## src/rtl/mem_golden_checker_mis_record_reg.sv

```systemverilog
// Mismatch record holding register with a valid/ready output handshake.
// A record loads on a compare miss and stays frozen until the consumer takes it.
module mis_record_reg #(
  parameter int ADDR_W = 10,
  parameter int DATA_W = 32
) (
  input  logic              clk,
  input  logic              rst_n,
  input  logic              load,
  input  logic [ADDR_W-1:0] load_addr,
  input  logic [DATA_W-1:0] load_dut,
  input  logic [DATA_W-1:0] load_gold,
  input  logic              ready,
  output logic              valid,
  output logic [ADDR_W-1:0] rec_addr,
  output logic [DATA_W-1:0] rec_dut,
  output logic [DATA_W-1:0] rec_gold,
  output logic              fire
);

  assign fire = valid && ready;

  // Fields are only written on load, so they cannot move while a record is waiting.
  always_ff @(posedge clk or negedge rst_n) begin
    if (!rst_n) begin
      valid    <= 1'b0;
      rec_addr <= '0;
      rec_dut  <= '0;
      rec_gold <= '0;
    end else if (load) begin
      valid    <= 1'b1;
      rec_addr <= load_addr;
      rec_dut  <= load_dut;
      rec_gold <= load_gold;
    end else if (fire) begin
      valid <= 1'b0;
    end
  end

endmodule

```

## config.mk

```make
export PLATFORM = sky130hd
export DESIGN_NAME = mis_record_reg
export DESIGN_NICKNAME = d
export VERILOG_FILES = /design/src/rtl/mem_golden_checker_mis_record_reg.sv
export SDC_FILE = /design/constraint.sdc
export NUM_CORES = 1
export LEC_CHECK = 0
export ABC_CLOCK_PERIOD_IN_PS = 1300
export CAP_MARGIN = 20
export CORE_AREA = 2 2 92 102
export CTS_CLUSTER_DIAMETER = 60
export CTS_CLUSTER_SIZE = 25
export DETAILED_ROUTE_END_ITERATION = 10
export DIE_AREA = 0 0 94 104
export PLACE_DENSITY = 0.78
export SYNTH_ARGS = -nofsm -noshare
export SYNTH_HDL_FRONTEND = slang
export SYNTH_SLANG_ARGS = --single-unit
export TNS_END_PERCENT = 5
```

## constraint.sdc

```tcl
create_clock -name clk -period 1.3 [get_ports clk]
set_clock_uncertainty 0.2 [all_clocks]
set_input_delay 0.39 -clock clk [delete_from_list [all_inputs] [get_ports clk]]
set_output_delay 0.39 -clock clk [all_outputs]
set_load 0.02 [all_outputs]
```

After elaboration in Yosys (flattened, before gate mapping)
Index checks and enable logic that the tools add are counted.
{"block": "classes", "n_mux": 2, "n_reduce_logical": 2}
{"cell": "2-to-1 mux 1 bit", "n": 2}
{"cell": "nonzero test 2 bit", "n": 1}
{"cell": "logical AND 1 bit", "n": 1}
{"block": "totals", "reg_bits": 75, "inputBits": 78, "out_inout_bits": 76, "wordCells": 8}

Depth between registers and ports, before layout
Gate-level depths: netlist (run 1).
{"block": "logic_depth", "word_depth": 3, "mapped_depth": 3, "mapped_depth_nobuf": 2}

Worst setup path after synthesis (run 1)
Ideal clock, no wire load.
{"block": "synth_timing", "path_kind": "input-to-reg", "start": "in load", "end": "reg rec_dut[0]", "setup_ns": 0.125, "t_arrival_ns": 0.977, "t_required_ns": 0.975, "setup_slack_ns": -0.002, "stages": 3, "n_path_buf": 2, "cell_sequence": "buf_6 buf_6 mux2_4"}
{"element": "from (decl)", "line": "9", "rtl": "input logic load,"}
{"element": "to (signal assigned)", "line": "33", "rtl": "rec_dut <= load_dut;"}
{"element": "to (decl)", "line": "16", "rtl": "output logic [DATA_W-1:0] rec_dut,"}
No word-level cell between the ends.

Worst setup path after layout (run 1)
{"block": "layout_timing", "start": "reg valid", "end": "out fire"}
{"block": "layout_between", "elab_chain_len": 1}
{"element": "from (decl)", "line": "14", "rtl": "output logic valid,"}
{"element": "from (signal assigned)", "line": "26", "rtl": "valid <= 1'b0;"}
{"element": "from (signal assigned)", "line": "31", "rtl": "valid <= 1'b1;"}
{"element": "from (signal assigned)", "line": "36", "rtl": "valid <= 1'b0;"}
{"element": "logical AND 1 bit", "line": "21", "rtl": "assign fire = valid && ready;"}
{"element": "to (decl)", "line": "18", "rtl": "output logic fire"}
Every way passes these cells.

==> impl_metrics.ini, run 1 <==
[critical_path]
required_ns = 0.71
timing.critical_path.from = valid
r2r_slack_ns = 0.20
crit_type = reg2out
arrival_ns = 1.00
crit_path_end = fire
crit_path_start_kind = flop
reg2reg_from = rec_gold[23]
worst_r2r_endpoint = rec_gold[23]
endpoint_kind = output port
path_max_fanout = 3
rr_worst_depth = 2

[detailed_routing]
first_pass_iters = 4
drt_iter0_drc = 58
vias = 1977
detail_route.vias_per_cell = 4.413
detail-route-antenna-nets = 0
wire_per_inst_um = 15.62
drc = 0
drt_wl_total_um = 6996

[clock_tree]
clk_pin_slew_worst_paths_ns = 0.08
cts_tree = done
root_buffer = clkbuf_8
numCtsBuffers = 9
clock_sinks = 75
clockBufferDepth = 2
h-tree-depth = 3
clock_latency_ns = 0.34

[pwr]
total_power_uw = 5726
power.density_nw_per_um2 = 1223
p_leak_uw = 0.002214
peakVddDrop_uv = 615.9

[floorplanning]
io_pins = 154
start_util_pct = 34.03
rows = 36
fp.dieW_um = 94
dieArea_um2 = 9776
core_um2 = 8783
dieHeight_um = 104

[synthesis]
synthMostInstantiatedCell = dfrtp_1
yosysSeqAreaShare_pct = 62.79
ys_top_cells_by_area = dfrtp_1 (63%), mux2_4 (25%), mux2_2 (9.4%)
ys_warn_count = 0
ys_top_cells_by_count = dfrtp_1 (75), mux2_4 (49), mux2_2 (25)
async_flop_share_pct = 100.0
synth_top_area_share_pct = 62.79
yosysTopAreaCell = dfrtp_1
avgSynthCellArea_um2 = 18.68
synth_area_um2 = 2989
synth_cell_types = 8
synth_seq_cells = 75
ys.flop_type = dfrtp_1
syn_inst = 160
syn_nets = 238
synth_edf_count = 0

[cells_and_area]
area_growth_pct = 56.59
drive_above_1_share_pct = 53.89
antenna_cells = 0
fin_nets = 407

[placed_design]
place_hpwl_um = 5211
place.gp.congestion = 0.6845
port_buffers = 153

[timing]
hold_viol_final = 0
slew_headroom_pct = 86.17
rsz0062_at_grt = yes
final.min_clock_period_ns = 1.594
worst_slew_pin_slew_ns = 0.2074
fin_hold_ws_ns = 0.2611
finalSetupViolations = 76
slew_violations = 0
fmax_ghz = 0.6275
fin_ws_ns = -0.2938
tns_ns = -12.92
finalCritPeriodShare_pct = 122.6

[grt]
grt.overflow.total = 0
grt_max_degree = 41
grt_pass1_vias = 2220
grt_pass1_wl_um = 11230
grt_usage_pct = 14.59
antenna_found_initial = 0

[outcome]
outcome = finished with violations
violations = setup timing

[worst_hold_path]
hold_path_class = in2reg
holdPathStages = 3

[job]
maxCapViolations = 0
## layer usage
| metal | vias up | track usage, % | part of all wire [%] |
|---|---|---|---|
| li1 | 891 | - | - |
| met1 | 980 | 17.54 | 39 |
| met2 | 89 | 24.34 | 51 |
| met3 | 17 | 4.130 | 7.8 |
| met4 | 0 | 6.004 | 2.3 |
| met5 | - | 0 | 0 |
## timing repair
action	CTS	global route
cloned	0	0
endpoints found under the hold margin	75	0
endpoints found under the setup margin	76	76
setup buffers	0	0
pin swaps	1	0
resized for setup	315	31
hold buffers	1	0
## kinds of logic (layout without fill, tap and decap cells)
| group | count (synthesis) | in the layout | synth area share (%) |
|---|---|---|---|
| AOI/OAI and AO/OA | 1 | 1 | 0.2512 |
| muxes | 74 | 74 | 34.03 |
| and+or+nand+nor | 1 | 1 | 0.2094 |
| buffers and inverters | 9 | 183 | 2.721 |
| DFF | 75 | 75 | 62.79 |
## placed cells by master, fill, tap and decap left out
master | netlist | routed
clkbuf_8 | 0 | 10
buf_6 | 6 | 20
and2_4 | 0 | 1
mux2_4 | 49 | 49
clkdlybuf4s50_1 | 0 | 74
buf_4 | 0 | 8
mux2_2 | 25 | 25
dfrtp_1 | 75 | 75
clkinv_4 | 0 | 1
dlygate4sd3_1 | 0 | 1
clkinvlp_4 | 0 | 2
inv_1 | 1 | 1
a21o_1 | 1 | 1
buf_12 | 0 | 6
dlygate4sd2_1 | 0 | 1
buf_2 | 2 | 56
clkinv_2 | 0 | 1
clkbuf_1 | 0 | 1
inv_6 | 0 | 1
## through the flow
stage               instance area, µm²  cells  util [%]  worst slack [ns]
finish                            4681    448     53.29           -0.2938
global route                      4681    448     53.29           -0.3537
CTS                               4593    448     52.29           -0.3187
detailed placement                4746    431     54.03           -0.8535
global placement                  4746    431     54.03           -0.8592
floorplan                         2989    160         -         -0.002479
## registers in the layout, indices dropped and copies added (netlist names)
register and count:
rec_gold 32, rec_dut 32, valid 1, rec_addr 10
## critical path: stages, from the launching register on
cell     delay (ns)
dfrtp_1        0.40
and2_4         0.14
buf_6          0.12
## area by class of cell
cell class | count | area [µm²]
Timing Repair Buffer | 166 | 1445
Multi-Input combinational cell | 76 | 1033
Fill cell | 769 | 4103
Clock inverter | 5 | 37.54
Inverter | 1 | 3.754
Sequential cell | 75 | 1877
Clock buffer | 11 | 141.4
Tap cell | 114 | 142.6
## worst min path at each step
stage	end	slack, ns	startpoint
after floorplan	rec_addr[0]	-0.11	rst_n
after global placement	valid	0.18	rst_n
after detailed placement	valid	0.18	rst_n
after CTS	valid	0.24	ready
after global routing	valid	0.29	ready
final	valid	0.26	ready
## power breakdown
group	internal, µW	switching [µW]
combinational	785	618
clock	753	873
sequential	2560	134
(Power assumes the default switching activity.)
==> inputs of run 2 (changes only) <==
- PLACE_DENSITY: 0.78 -> 0.74
==> impl_metrics.ini, run 2 (synthesized netlist as in run 1, its figures left out) <==
[outcome]
outcome = finished with violations
violations = setup timing

[worst_hold_path]
hold_end = valid
hold_path_class = in2reg
holdPathStages = 3
worstHoldStart = ready

[critical_path]
required_ns = 0.71
reg2reg_from = rec_addr[2]
rr_worst_depth = 3
r2r_slack_ns = 0.08
cpPeakStageDelay_ns = 0.39
crit_path_start_kind = flop
crit_slowest_cell = dfrtp_1
endpoint_kind = output port
path_max_fanout = 3
crit_type = reg2out
path_cells = and2_4 -> buf_6
worst_r2r_endpoint = rec_addr[2]
arrival_ns = 0.97

[grt]
grt_max_degree = 58
grt.overflow.total = 0
grt_pass1_vias = 2256
grt_pass1_wl_um = 11260
antenna_found_initial = 0
grt_usage_pct = 14.89

[clock_tree]
h-tree-depth = 3
clock_latency_ns = 0.34
clock_sinks = 75
cts_tree = done
numCtsBuffers = 9
clk_pin_slew_worst_paths_ns = 0.07
root_buffer = clkbuf_8
clockBufferDepth = 2

[pwr]
power_frac_seq_pct = 47.6
power.internal_uw = 4125
power_frac_comb_pct = 24.9
power.density_nw_per_um2 = 1209
p_leak_uw = 0.002239
peakVddDrop_uv = 495.1
p_sw_uw = 1535
swShare_pct = 27.12
clock_power_share_pct = 27.5

[detailed_routing]
detail-route-antenna-nets = 0
drc = 0
vias = 1970
first_pass_iters = 4
drt_wl_total_um = 6968
wire_per_inst_um = 15.38
drt_iter0_drc = 53
detail_route.vias_per_cell = 4.349

[floorplanning]
dieHeight_um = 104
rows = 36
io_pins = 154
fp.dieW_um = 94
start_util_pct = 34.03
dieArea_um2 = 9776
core_um2 = 8783

[cells_and_area]
area_growth_pct = 56.68
drive_above_1_share_pct = 54.87
top_regs = rec_dut (32), rec_gold (32), rec_addr (10)
layout_common_cells = dfrtp_1 (75), clkdlybuf4s50_1 (74), buf_2 (56)
nFillCells = 758
antenna_cells = 0
utilization_pct = 53.32
fin_nets = 414
final_cells = 453
stdcell_area_um2 = 4683
final_common_cell = dfrtp_1

[timing]
hold_viol_final = 0
slew_violations = 0
finalCritPeriodShare_pct = 120.4
finalSetupViolations = 76
rsz0062_at_grt = yes
slew_headroom_pct = 78.82
worst_slew_pin_slew_ns = 0.3178
fin_ws_ns = -0.2648
fmax_ghz = 0.6391
final.min_clock_period_ns = 1.565

[placed_design]
port_buffers = 153
dpl_cell_area_um2 = 4746
place_hpwl_um = 5011
place.gp.congestion = 0.6824
dpl_worst_slack_ns = -0.8659
place_inst = 436

[job]
maxCapViolations = 0
## run 2: cell count changes in the layout (fill, tap and decap cells not counted), sizes merged
cell      delta
buf          +7
clkinvlp     -2
clkinv       +1
inv          -1
## run 2: cell type report
cell class | instances | area, µm² | share of cell area (%)
clock inverter | 3 | 15.01 | 0.3206
tap | 114 | 142.6 | 3.046
clock buffer | 11 | 151.4 | 3.233
timing repair buffer | 173 | 1460 | 31.18
sequential | 75 | 1877 | 40.07
inverter | 1 | 3.754 | 0.08015
multi-input combinational | 76 | 1033 | 22.07
## run 2: metal layers
layer / track usage, % / share of wire, % / routed length [µm]
met3: 5.725 / 8.4 / 588
met5: 0 / 0 / 0
met4: 5.280 / 1.4 / 99
met1: 18.62 / 41 / 2873
met2: 23.42 / 49 / 3406
## run 2: timing repair
action | CTS | global route
pin swaps | 1 | 0
gates cloned | 0 | 0
buffers inserted | 2 | 0
hold buffers | 1 | 0
gates resized for setup | 318 | 28
endpoints found under the setup margin | 76 | 76
endpoints found under the hold margin | 75 | 0
## run 2: metrics by stage
| stage | hold WS, ns | total power, µW | TNS [ns] |
|---|---|---|---|
| 6_report | 0.2822 | 5660 | -12.30 |
| 2_1_floorplan | -0.1056 | 3421 | -0.09915 |
| 5_1_grt | 0.2667 | 5964 | -16.10 |
| 3_5_place_dp | 0.1863 | 4304 | -28.65 |
| 4_1_cts | 0.2623 | 5708 | -14.63 |
| 3_3_place_gp | 0.1816 | 4273 | -27.58 |
## run 2: worst max path at each step
stage               slack [ns]          to   from  cells after the start
floorplan               -0.002  rec_dut[0]   load                      3
global placement         -0.87        fire  ready                      3
detailed placement       -0.87        fire  ready                      3
CTS                      -0.30        fire  valid                      2
global route             -0.32        fire  valid                      2
finish                   -0.26        fire  valid                      2
## run 2: worst max-delay path: cells and delay by family, from the launching register on
| kind | cells | cell delay [ns] |
|---|---|---|
| buffers and inverters | 1 | 0.12 |
| and+or+nand+nor | 1 | 0.14 |
| DFF | 1 | 0.39 |
## run 2: power by group through the flow
stage	registers (µW)	clock network, µW	logic (µW)
6_report	2700	1550	1410
5_1_grt	2720	1750	1490
4_1_cts	2690	1640	1380
3_5_place_dp	2730	0	1570
3_3_place_gp	2720	0	1550
2_1_floorplan	3020	0	401
==> inputs of run 3 (changes only) <==
- CTS_CLUSTER_DIAMETER: 60 -> 50
==> results of run 3 <==
The final DEF is identical to that of run 2; final timing and power are the same.
